File: src/rtl/bcd_fib_seq_pkg.sv
// Shared definitions for the BCD Fibonacci sweep sequencer: digit width,
// FSM state encoding and the limit-digit clamp.
package bcd_fib_seq_pkg;

    localparam int unsigned BCD_W = 4;

    typedef logic [BCD_W-1:0] bcd_digit_t;

    localparam logic [2:0] ST_IDLE   = 3'd0;
    localparam logic [2:0] ST_LAUNCH = 3'd1;
    localparam logic [2:0] ST_WAIT   = 3'd2;
    localparam logic [2:0] ST_HOLD   = 3'd3;
    localparam logic [2:0] ST_ERR    = 3'd4;

    // Switch digits above 9 are not valid BCD; treat them as 9.
    function automatic bcd_digit_t bcd_clamp(input bcd_digit_t d);
        return (d > 4'd9) ? 4'd9 : d;
    endfunction

endpackage

File: src/rtl/bcd_inc2.sv
// Combinational two-digit BCD increment of the sweep index plus the
// equality compare against the latched sweep limit.
module bcd_inc2
    import bcd_fib_seq_pkg::*;
(
    input  bcd_digit_t idx1_i,
    input  bcd_digit_t idx0_i,
    input  bcd_digit_t lim1_i,
    input  bcd_digit_t lim0_i,
    output bcd_digit_t inc1_o,
    output bcd_digit_t inc0_o,
    output logic       at_lim_o
);

    // Index 99 is always the limit, so the tens digit never needs to wrap.
    always_comb begin
        if (idx0_i == 4'd9) begin
            inc0_o = '0;
            inc1_o = idx1_i + 4'd1;
        end else begin
            inc0_o = idx0_i + 4'd1;
            inc1_o = idx1_i;
        end
    end

    assign at_lim_o = (idx1_i == lim1_i) && (idx0_i == lim0_i);

endmodule

File: src/rtl/bcd_fib_seq.sv
// Sweeps a BCD index 00..limit through an external BCD Fibonacci datapath,
// holding each result on the display for DWELL cycles.
module bcd_fib_seq
    import bcd_fib_seq_pkg::*;
#(
    parameter int unsigned DWELL   = 50_000_000,
    parameter int unsigned TIMEOUT = 1024
) (
    input  logic             clk,
    input  logic             reset,
    input  logic             start,
    input  logic             stop,
    input  logic [BCD_W-1:0] lim_bcd1,
    input  logic [BCD_W-1:0] lim_bcd0,
    output logic             fib_start,
    output logic [BCD_W-1:0] fib_bcd1,
    output logic [BCD_W-1:0] fib_bcd0,
    input  logic             fib_done,
    input  logic [BCD_W-1:0] fib_d3,
    input  logic [BCD_W-1:0] fib_d2,
    input  logic [BCD_W-1:0] fib_d1,
    input  logic [BCD_W-1:0] fib_d0,
    output logic [BCD_W-1:0] out_d3,
    output logic [BCD_W-1:0] out_d2,
    output logic [BCD_W-1:0] out_d1,
    output logic [BCD_W-1:0] out_d0,
    output logic             busy,
    output logic             err
);

    localparam int unsigned DW_W = (DWELL > 1)   ? $clog2(DWELL)   : 1;
    localparam int unsigned TM_W = (TIMEOUT > 1) ? $clog2(TIMEOUT) : 1;

    logic [2:0]         state_q, state_d;
    bcd_digit_t         idx1_q, idx1_d, idx0_q, idx0_d;
    bcd_digit_t         lim1_q, lim1_d, lim0_q, lim0_d;
    logic [4*BCD_W-1:0] out_q, out_d;
    logic               err_q, err_d;
    logic [DW_W-1:0]    dwell_q, dwell_d;
    logic [TM_W-1:0]    tmo_q, tmo_d;

    bcd_digit_t inc1, inc0;
    logic       at_lim;

    bcd_inc2 u_inc (
        .idx1_i   (idx1_q),
        .idx0_i   (idx0_q),
        .lim1_i   (lim1_q),
        .lim0_i   (lim0_q),
        .inc1_o   (inc1),
        .inc0_o   (inc0),
        .at_lim_o (at_lim)
    );

    always_comb begin
        state_d = state_q;
        idx1_d  = idx1_q;
        idx0_d  = idx0_q;
        lim1_d  = lim1_q;
        lim0_d  = lim0_q;
        out_d   = out_q;
        err_d   = err_q;
        dwell_d = dwell_q;
        tmo_d   = tmo_q;
        // stop overrides everything, including a coincident start.
        if (stop) begin
            state_d = ST_IDLE;
        end else begin
            case (state_q)
                ST_IDLE, ST_ERR: begin
                    if (start) begin
                        idx1_d  = '0;
                        idx0_d  = '0;
                        err_d   = 1'b0;
                        lim1_d  = bcd_clamp(lim_bcd1);
                        lim0_d  = bcd_clamp(lim_bcd0);
                        state_d = ST_LAUNCH;
                    end
                end
                ST_LAUNCH: begin
                    tmo_d   = '0;
                    state_d = ST_WAIT;
                end
                ST_WAIT: begin
                    if (fib_done) begin
                        out_d   = {fib_d3, fib_d2, fib_d1, fib_d0};
                        dwell_d = '0;
                        state_d = ST_HOLD;
                    end else if (tmo_q == TM_W'(TIMEOUT - 1)) begin
                        err_d   = 1'b1;
                        state_d = ST_ERR;
                    end else begin
                        tmo_d = tmo_q + TM_W'(1);
                    end
                end
                ST_HOLD: begin
                    if (dwell_q == DW_W'(DWELL - 1)) begin
                        if (at_lim) begin
                            state_d = ST_IDLE;
                        end else begin
                            idx1_d  = inc1;
                            idx0_d  = inc0;
                            state_d = ST_LAUNCH;
                        end
                    end else begin
                        dwell_d = dwell_q + DW_W'(1);
                    end
                end
                default: state_d = ST_IDLE;
            endcase
        end
    end

    always_ff @(posedge clk or posedge reset) begin
        if (reset) begin
            state_q <= ST_IDLE;
            idx1_q  <= '0;
            idx0_q  <= '0;
            lim1_q  <= '0;
            lim0_q  <= '0;
            out_q   <= '0;
            err_q   <= 1'b0;
            dwell_q <= '0;
            tmo_q   <= '0;
        end else begin
            state_q <= state_d;
            idx1_q  <= idx1_d;
            idx0_q  <= idx0_d;
            lim1_q  <= lim1_d;
            lim0_q  <= lim0_d;
            out_q   <= out_d;
            err_q   <= err_d;
            dwell_q <= dwell_d;
            tmo_q   <= tmo_d;
        end
    end

    assign fib_start = (state_q == ST_LAUNCH);
    assign busy      = (state_q == ST_LAUNCH) || (state_q == ST_WAIT) || (state_q == ST_HOLD);
    assign err       = err_q;
    assign fib_bcd1  = idx1_q;
    assign fib_bcd0  = idx0_q;
    assign out_d3    = out_q[3*BCD_W +: BCD_W];
    assign out_d2    = out_q[2*BCD_W +: BCD_W];
    assign out_d1    = out_q[1*BCD_W +: BCD_W];
    assign out_d0    = out_q[0*BCD_W +: BCD_W];

endmodule
File: config.mk
export PLATFORM = sky130hd
export DESIGN_NAME = bcd_fib_seq
export DESIGN_NICKNAME = d
export VERILOG_FILES = /design/src/rtl/bcd_fib_seq_pkg.sv /design/src/rtl/bcd_inc2.sv /design/src/rtl/bcd_fib_seq.sv
export SDC_FILE = /design/constraint.sdc
export NUM_CORES = 1
export LEC_CHECK = 0
export CAP_MARGIN = 25
export CORE_MARGIN = 2
export CORE_UTILIZATION = 40
export DETAILED_ROUTE_END_ITERATION = 8
export PLACE_DENSITY = 0.61
export SLEW_MARGIN = 20
export SYNTH_ARGS = -nofsm -noshare
export SYNTH_HDL_FRONTEND = slang
export SYNTH_HIERARCHICAL = 1
export SYNTH_SLANG_ARGS = --single-unit
File: constraint.sdc
create_clock -name clk -period 2.3 [get_ports clk]
set_input_delay 0.345 -clock clk [delete_from_list [all_inputs] [get_ports clk]]
set_output_delay 0.345 -clock clk [all_outputs]
set_load 0.01 [all_outputs]
==> out/metrics.csv <==
stage,metric,value,unit
cts,htree_levels,3,
job,drv_cap,0,
layout,nets,496,
cts,root_buffer,clkbuf_8,
sta,finalSetupViolCount,0,
logic_synthesis,synthArstFlopShare,100.0,%
power,p_leak,2.013,nW
sta,setup_tns,0,ns
run_status,status,"finished, final reports clean",
logic_synthesis,seq_area_frac_synth,47.71,%
routing,vias,3193,
placed_design,io_buffers,55,
critical_path,crit_path_max_incr_delay,0.43,ns
critical_path,worstSetupPathType,flop to flop,
power,ir_drop,469.1,uV
critical_path,path_max_fanout,12,
critical_path,start_kind,flop,
cts,path_clk_slew,0.09,ns
logic_synthesis,synth_cell_type_count,53,
placed_design,dp.final_hpwl,6.076,mm
routing,drc_errors,0,
routing,routedWlPerCell,14.96,microns
cts,cts_hold_buf,0,
grt,antenna_found_initial,0,
cts,cts_resized,0,
cts,cts_setup_buffers,0,
layout,layout-drive-gt1-share,16.84,%
logic_synthesis,synth.most_common_cell,dfrtp_1,
layout,final_area,0.004820,sq mm
layout,fill_cells,851,
die,die_w,101.2,microns
sta,final_max_slew_viol_count,0,
worst_hold_path,hp-class,input pin to async pin,
grt,globalRouteOverflowTotal,0,
cts,clockBufferDepth,2,
logic_synthesis,synthCells,386,
sta,fin_worst_skew,0.01460,ns
sta,fmax,0.4627,GHz
logic_synthesis,synth_edf_count,0,
layout,layout-area-overhead-vs-synth,27.63,%
grt,gr-usage-all-layers,17.35,%
routing,drt_iter0_markers,144,
logic_synthesis,netlist_top_cells_count,"72 x dfrtp_1, 48 x nand2_1, 36 x o21ai_0",
critical_path,critPathCaptureType,flop,
power,power_density,703.6,mW/mm^2
routing,first_pass_iters,4,
critical_path,worstPathArrival,2.36,ns
power,p_clk_share,30.0,%
cts,clk_latency,0.35,ns
routing,finalWirelength,8.679,mm
grt,grt_pass1_wl,14.32,mm
routing,drtAntennaViolNets,0,
logic_synthesis,synth_top_area_share,47.71,%
layout,diodes,0,
die,top_level_ports,56,
die,core,0.009196,sq mm
grt,grt_pass1_vias,2957,
logic_synthesis,ys_warn_count,6,
sta,hold_viol_final,0,
sta,worstMarginPinSlew,0.6094,ns
critical_path,worstPathCellList,ha_2 -> nand3_2 -> or3_4 -> o211a_2 -> buf_4 -> a41oi_1 -> a31oi_1,
sta,rsz0062_at_grt,false,
placed_design,pre_cts_slack,-0.1026,ns
sta,min_period,2.161,ns
die,die_y,101.2,microns
cts,cts.sinks,72,
power,internal_power,2.433,mW
power,power.share.switching,28.24,%
sta,relSlewSlack,59.33,%
die,initial_core_util,41.06,%
power,switchingPower,0.9577,mW
power,power_frac_seq,46.9,%
grt,grt_max_degree,46,
placed_design,place_congestion,0.8704,
logic_synthesis,yosys.area.top_type,dfrtp_1,
sta,setup_slack,0.1387,ns
cts,cts_tree,done,
logic_synthesis,netlist_area,0.003776,sq mm
placed_design,place_area,0.004604,sq mm
die,die_area,0.01023,sq mm
logic_synthesis,synth_ff_type,dfrtp_1,
sta,finalCritPeriodShare,93.97,%
logic_synthesis,netlist_top_cells_area,"dfrtp_1 48%, mux2_2 5.7%, o21ai_0 4.8%",
critical_path,required,2.50,ns
cts,cts_buffers,9,
logic_synthesis,ys_ff_latch,72,
routing,viasPerCell,5.505,
logic_synthesis,syn-num-nets,418,
logic_synthesis,syn_avg_cell_area,9.783,sq um
placed_design,dpl.cell_count,564,
layout,stdcell_count,580,
critical_path,crit_slowest_cell,dfrtp_1,
power,combPwrFrac,23.1,%
die,rows,35,
-- through the flow --
stage               total power [mW]  util, %  hold WS (ns)
floorplan                      1.973        -        0.4118
global placement               2.382    50.07        0.4718
detailed placement             2.406    50.07        0.4795
CTS                            3.438    52.19        0.3642
global route                   3.579    52.41        0.3832
finish                         3.391    52.41        0.3586
-- per-layer routing --
layer / GRT usage [%] / wire, microns / share of wire, % / vias up
met5: 0 / 0 / 0 / -
met4: 5.405 / 115 / 1.3 / 0
met3: 3.865 / 230 / 2.7 / 9
met2: 27.76 / 4216 / 49 / 49
met1: 23.61 / 4117 / 47 / 1556
li1: - / - / - / 1579
-- flip-flops by register name, summed over array words and instances (netlist names) --
signal    count
dwell_q      26
out_q        16
tmo_q        10
fib_bcd0      4
fib_bcd1      4
lim0_q        4
lim1_q        4
state_q       3
err           1
-- power groups by stage --
stage          combinational (mW)  clock [mW]  sequential (mW)
6_report                    0.782        1.02             1.59
2_1_floorplan               0.318           0             1.66
4_1_cts                     0.793        1.05             1.59
3_3_place_gp                0.778           0             1.60
3_5_place_dp                0.789           0             1.62
5_1_grt                     0.855        1.11             1.62
-- layout by cell type, fill, tap and decap left out, types with 9 or more instances in the layout --
| cell | n |
|---|---|
| buf_4 | 25 |
| nand3_1 | 10 |
| o21ai_0 | 36 |
| o31ai_1 | 9 |
| nand2_1 | 48 |
| mux2_2 | 19 |
| and3_1 | 9 |
| nand4_1 | 13 |
| xnor2_1 | 14 |
| dfrtp_1 | 72 |
| clkdlybuf4s50_1 | 55 |
| nor2_1 | 23 |
| a31oi_1 | 19 |
| nand2b_1 | 10 |
| clkbuf_8 | 9 |
-- cell type report --
cell class                      count  area, sq um  area share [%]
Sequential cell                    72         1802           37.38
Clock inverter                      6        67.56           1.402
Inverter                            8        30.03          0.6231
Multi-Input combinational cell    292         1896           39.33
Timing Repair Buffer               81        758.2           15.73
Clock buffer                       10        127.6           2.648
Tap cell                          111        138.9           2.882
-- critical path: cells and delay by family (launching register included) --
family	cells	cell delay, ns
AO/OA/AOI/OAI	3	0.64
AND/OR/NAND/NOR	2	0.52
flip-flops	1	0.43
adder cells (fa/ha/maj)	1	0.25
buffers and inverters	1	0.19
-- cell families after synthesis --
group / count (synthesis) / synth area share (%)
AOI/OAI and AO/OA: 102 / 17.43
xor gates and xnor gates: 16 / 3.711
adders and majority gates: 3 / 0.9941
buffers and inverters: 22 / 2.618
DFF: 72 / 47.71
muxes: 20 / 5.931
and+or+nand+nor: 151 / 21.60
-- final timing paths --
kind	from	endpoint	slack, ns	depth (start not counted)
max	dwell_q[0]	dwell_q[22]	0.14	7
min	reset	dwell_q[25]	0.36	3
max reg2reg	dwell_q[0]	dwell_q[22]	0.14	7
min reg2reg	tmo_q[4]	tmo_q[4]	0.50	1
max in group asynchronous	reset	dwell_q[15]	1.61	3
min in group clk	tmo_q[4]	tmo_q[4]	0.50	1
Power figures use the tool's default switching activity.
